<file path="src/rtl/mac_array_seq.sv">
// mac_array_seq: sequencer for the 8-MAC / 4-output MAC array.
// For each output pixel it streams nchunk operand-buffer reads into the array,
// accumulates the four returned partial sums, then offers the pixel on a
// valid/ready port. Handshake: a result transfers on a rising edge where
// out_vld and out_rdy are both high; out_vld, out_data_* and out_pix hold
// steady until then.
module mac_array_seq #(
    parameter int MAC_LAT = 3,
    parameter int ADDR_W  = 10,
    parameter int CNT_W   = 10,
    parameter int PSUM_W  = 20,
    parameter int ACC_W   = 28
) (
    input  logic              clk,
    input  logic              rst,
    input  logic              start,
    input  logic [CNT_W-1:0]  cfg_nchunk,
    input  logic [CNT_W-1:0]  cfg_npix,
    output logic              busy,
    output logic              done,
    output logic              buf_rd_en,
    output logic [ADDR_W-1:0] buf_rd_addr,
    output logic              mac_vld_i,
    input  logic              mac_vld_o,
    input  logic [PSUM_W-1:0] psum_0,
    input  logic [PSUM_W-1:0] psum_1,
    input  logic [PSUM_W-1:0] psum_2,
    input  logic [PSUM_W-1:0] psum_3,
    output logic              out_vld,
    input  logic              out_rdy,
    output logic [ACC_W-1:0]  out_data_0,
    output logic [ACC_W-1:0]  out_data_1,
    output logic [ACC_W-1:0]  out_data_2,
    output logic [ACC_W-1:0]  out_data_3,
    output logic [CNT_W-1:0]  out_pix
);

    typedef enum logic [2:0] {
        S_IDLE  = 3'd0,
        S_ISSUE = 3'd1,
        S_DRAIN = 3'd2,
        S_OUT   = 3'd3,
        S_FIN   = 3'd4
    } state_t;

    state_t state;
    state_t state_nx;

    logic [CNT_W-1:0]  nchunk;
    logic [CNT_W-1:0]  npix;
    logic [CNT_W-1:0]  chunk;
    logic [CNT_W-1:0]  ret;
    logic [CNT_W-1:0]  pix;
    logic [ADDR_W-1:0] addr;
    logic              vld_i_q;
    logic [ACC_W-1:0]  acc [4];
    logic [PSUM_W-1:0] psum [4];

    logic cfg_zero;
    logic last_chunk;
    logic ret_hit;
    logic last_ret;
    logic last_pix;

    assign psum[0] = psum_0;
    assign psum[1] = psum_1;
    assign psum[2] = psum_2;
    assign psum[3] = psum_3;

    assign cfg_zero   = (cfg_nchunk == '0) || (cfg_npix == '0);
    assign last_chunk = (chunk == nchunk - CNT_W'(1));
    // Returns count in ISSUE as well as DRAIN; stray returns elsewhere are dropped.
    assign ret_hit    = mac_vld_o && ((state == S_ISSUE) || (state == S_DRAIN));
    assign last_ret   = ret_hit && (ret == nchunk - CNT_W'(1));
    assign last_pix   = (pix == npix - CNT_W'(1));

    // State register.
    always_ff @(posedge clk) begin
        if (rst) state <= S_IDLE;
        else     state <= state_nx;
    end

    // Next-state and state-decoded outputs.
    always_comb begin
        state_nx  = state;
        busy      = 1'b0;
        done      = 1'b0;
        buf_rd_en = 1'b0;
        out_vld   = 1'b0;
        case (state)
            S_IDLE: begin
                if (start) state_nx = cfg_zero ? S_FIN : S_ISSUE;
            end
            S_ISSUE: begin
                busy      = 1'b1;
                buf_rd_en = 1'b1;
                if (last_chunk) state_nx = S_DRAIN;
            end
            S_DRAIN: begin
                busy = 1'b1;
                if (last_ret) state_nx = S_OUT;
            end
            S_OUT: begin
                busy    = 1'b1;
                out_vld = 1'b1;
                if (out_rdy) state_nx = last_pix ? S_FIN : S_ISSUE;
            end
            S_FIN: begin
                done     = 1'b1;
                state_nx = S_IDLE;
            end
            default: state_nx = S_IDLE;
        endcase
    end

    // Config capture, counters, read address and accumulators.
    always_ff @(posedge clk) begin
        if (rst) begin
            nchunk  <= '0;
            npix    <= '0;
            chunk   <= '0;
            ret     <= '0;
            pix     <= '0;
            addr    <= '0;
            vld_i_q <= 1'b0;
            for (int k = 0; k < 4; k++) acc[k] <= '0;
        end else begin
            // Read data arrives one cycle after the strobe.
            vld_i_q <= (state == S_ISSUE);
            if ((state == S_IDLE) && start) begin
                nchunk <= cfg_nchunk;
                npix   <= cfg_npix;
                pix    <= '0;
                addr   <= '0;
                chunk  <= '0;
                ret    <= '0;
            end
            if (state == S_ISSUE) begin
                addr  <= addr + ADDR_W'(1);
                chunk <= last_chunk ? '0 : chunk + CNT_W'(1);
            end
            if (ret_hit) begin
                ret <= last_ret ? '0 : ret + CNT_W'(1);
                for (int k = 0; k < 4; k++) begin
                    if (ret == '0)
                        acc[k] <= {{(ACC_W-PSUM_W){psum[k][PSUM_W-1]}}, psum[k]};
                    else
                        acc[k] <= acc[k] + {{(ACC_W-PSUM_W){psum[k][PSUM_W-1]}}, psum[k]};
                end
            end
            if ((state == S_OUT) && out_rdy && !last_pix) pix <= pix + CNT_W'(1);
        end
    end

    assign buf_rd_addr = addr;
    assign mac_vld_i   = vld_i_q;
    assign out_data_0  = acc[0];
    assign out_data_1  = acc[1];
    assign out_data_2  = acc[2];
    assign out_data_3  = acc[3];
    assign out_pix     = pix;

endmodule

</file>
<file path="config.mk">
export PLATFORM = sky130hd
export DESIGN_NAME = mac_array_seq
export DESIGN_NICKNAME = d
export VERILOG_FILES = /design/src/rtl/mac_array_seq.sv
export SDC_FILE = /design/constraint.sdc
export NUM_CORES = 1
export LEC_CHECK = 0
export ABC_AREA = 0
export BUFFER_PORTS_ARGS = -buffer_cell sky130_fd_sc_hd__buf_2
export CAP_MARGIN = 40
export CORE_MARGIN = 2
export CORE_UTILIZATION = 53
export CTS_BUF_LIST = sky130_fd_sc_hd__clkbuf_4 sky130_fd_sc_hd__clkbuf_8
export DETAILED_ROUTE_END_ITERATION = 12
export HOLD_SLACK_MARGIN = 0.06
export PLACE_DENSITY_LB_ADDON = 0.3
export SYNTH_ARGS = -nofsm -noshare
export SYNTH_HDL_FRONTEND = slang
export SYNTH_SLANG_ARGS = --single-unit
</file>
<file path="constraint.sdc">
create_clock -name clk -period 4.5 [get_ports clk]
set_input_delay 0.675 -clock clk [delete_from_list [all_inputs] [get_ports clk]]
set_output_delay 0.675 -clock clk [all_outputs]
set_load 0.03 [all_outputs]
</file>
==> results.toml <==
[power_and_ir_drop]
pwr-share-comb_pct = 56.6
seqPwrFrac_pct = 29.1
p_sw_share_pct = 46.81
power_switching_uw = 3952
ir_drop_mv = 0.2456
clkPwrFrac_pct = 14.3
p_int_uw = 4491
power_density_mw_per_mm2 = 544.4
p_leak_uw = 0.006821

[critical_path]
ff2ff_path_depth = 11
r2r_slack_ns = 1.03
r2r-start = "acc[0][0]"
start_kind = "register"
crit_type = "reg2reg"
crit_required_ns = 4.70
reg2reg_to = "acc[0][24]"
endpoint_kind = "register"
crit_fanout = 4
cp.arrival_ns = 3.66

[clock_tree]
post_cts_buffers = 0
clk_latency_ns = 0.48
clk_path_buf_depth = 2
cts_inserted_buffers = 17
cts_max_level = 4
postCtsHoldBufs = 0
cts.sinks = 176
clk_pin_slew_worst_paths_ns = 0.10
cts_tree = "yes"
root_buffer = "clkbuf_8"
cts_resized = 0

[grt]
antenna_found_initial = 1
grt_max_degree = 71
grt_pass1_wl_mm = 57.30
grt_pass1_vias = 12048
overflow = 0
track_usage_pct = 26.03

[yosys]
synth_cells = 1600
synth_ff_type = "edfxtp_1"
async_flop_share_pct = 0
avgSynthCellArea_um2 = 8.457
yosys_warnings = 0
synth_top_cell_area_share_pct = 24.85
synthesis.nets = 1824
synth_edf_count = 112
synth_area_mm2 = 0.01353
synth_area_leaders = "edfxtp_1 25%, ha_1 11%, dfxtp_1 9.5%"
yosysUniqueCellTypes = 73
ys_seq_area_share_pct = 34.32
synth_seq_cells = 176
synth_top_area_cell = "edfxtp_1"

[sta]
rsz0062_at_grt = "no"
hold_violations = 0
period_share_pct = 77.02
fin_crit_ns = 3.466
setup_viol = 0
fin_setup_tns_ns = 0
hold-worst-slack_ns = 0.4522
drv_slew = 0
relSlewSlack_pct = 37.57
max_freq_mhz = 288.5
finalClockSkew_ns = 0.03151
worst_pin_slew_ns = 0.9331

[place]
dpl.hpwl_mm = 26.28
finalWeightedCongestion = 0.9191
port_buffers = 241
placed_cell_area_mm2 = 0.01509

[final_layout]
utilization_pct = 61.77
layout_common_cells = "241 x buf_2, 234 x nand2_1, 182 x a21oi_1"
nNetsFinal = 2037
layout_commonest_cell = "buf_2"
area_delta_synth_final_pct = 14.62
final_area_mm2 = 0.01551
drive_above_1_share_pct = 17.25

[detailed_routing]
vias_per_cell = 5.856
drtIter0Drc = 814
wl_mm = 35.49
wl_per_cell_um = 16.43
met1_length_mm = 15.77
maxUsedRoutingLayer = "met4"
dr_wl_met3_mm = 2.089
ant_nets = 0
dr_wl_met2_mm = 16.66
drc = 0
firstDrtPassIters = 6
vias = 12650

[hold_path]
hp-start = "cfg_npix[5]"
whs_endpoint = "npix[5]"
holdPathStages = 3
hold_path_class = "in2reg"

[floorplanning]
chipHeight_um = 163.8
row_count = 58
die_w_um = 163.8
initial_utilization_pct = 53.89
core_area_mm2 = 0.02511
ioPinCount = 242
dieArea_mm2 = 0.02683

[run_status]
status = "finished clean"

[flow_run]
max_cap_violations = 0
flip-flops by register name, indices dropped and copies added, names as in the netlist:
register,cells
acc,112
buf_rd_addr,10
chunk,10
mac_vld_i,1
nchunk,10
npix,10
out_pix,10
ret,10
state,3
worst max-delay path by stage:
stage	start	end	slack, ns
finish	acc[0][0]	acc[0][24]	1.03
global placement	psum_0[6]	acc[0][27]	0.75
floorplan	rst	acc[0][0]	0.09
CTS	acc[0][0]	acc[0][24]	1.06
detailed placement	psum_0[0]	acc[0][24]	0.73
global route	acc[0][6]	acc[0][27]	0.69
power groups by stage:
stage / logic [µW] / registers (µW) / clock network (µW)
after floorplan: 3040 / 3040 / 0
after global placement: 4630 / 2470 / 0
after detailed placement: 4740 / 2490 / 0
after CTS: 4760 / 2450 / 1230
after global routing: 5270 / 2500 / 1300
final: 4780 / 2450 / 1210
layout make-up:
cell class              instances  area (µm²)
flip-flops and latches        176        4644
diodes                          4       10.01
fillers                      2208        9599
repair buffers                254        1356
well taps                     330       412.9
clock inverters                12       157.7
inverters                      40       150.1
clock buffers                  20       256.5
multi-input cells            1324        8522
routing by layer:
layer	vias up	global-route usage, %
met4	0	9.569
li1	6306	-
met3	76	4.268
met1	5898	32.95
met5	-	0
met2	370	44.73
kinds of logic after synthesis:
family          synth area share (%)
simple gates                   19.14
compound gates                 23.10
flops                          34.32
xor+xnor                       8.877
fa+ha+maj                      11.23
buf+inv                        2.811
mux                           0.5271
cell usage after synthesis (4+ instances only):
| cell type | n |
|---|---|
| a2111oi_0 | 6 |
| a211oi_1 | 29 |
| a21o_1 | 52 |
| a21oi_1 | 182 |
| a22oi_1 | 6 |
| a311oi_1 | 6 |
| a31oi_1 | 21 |
| and2_1 | 11 |
| and3_1 | 15 |
| buf_1 | 5 |
| buf_2 | 4 |
| clkbuf_1 | 51 |
| dfxtp_1 | 64 |
| edfxtp_1 | 112 |
| fa_1 | 4 |
| ha_1 | 115 |
| inv_1 | 39 |
| mux2i_1 | 6 |
| nand2_1 | 234 |
| nand2b_1 | 11 |
| nand3_1 | 45 |
| nand4_1 | 8 |
| nor2_1 | 133 |
| nor2b_1 | 12 |
| nor3_1 | 26 |
| nor3b_1 | 9 |
| nor4_1 | 13 |
| o211ai_1 | 9 |
| o21a_1 | 19 |
| o21ai_0 | 98 |
| o21bai_1 | 15 |
| o31ai_1 | 10 |
| or2_2 | 11 |
| or3_1 | 13 |
| or3b_2 | 4 |
| or4_1 | 5 |
| xnor2_1 | 86 |
| xor2_1 | 46 |
critical path, cell delays in order, from the launching register on:
cell and delay [ns]:
edfxtp_1 0.39, ha_1 0.24, fa_1 0.42, a21o_1 0.20, a211oi_1 0.36, o21ai_0 0.24
a221oi_1 0.42, o21ai_0 0.33, a22oi_1 0.26, a31oi_1 0.06, a211oi_1 0.19, o21ai_0 0.10
stage by stage:
| step | setup WS [ns] | instances | power, µW |
|---|---|---|---|
| 5_1_grt | 0.6852 | 2157 | 9068 |
| 3_3_place_gp | 0.7503 | 2121 | 7101 |
| 6_report | 1.034 | 2160 | 8444 |
| 4_1_cts | 1.058 | 2156 | 8450 |
| 3_5_place_dp | 0.7290 | 2124 | 7225 |
| 2_1_floorplan | 0.09028 | 1600 | 6072 |
(Power assumes the default switching activity.)
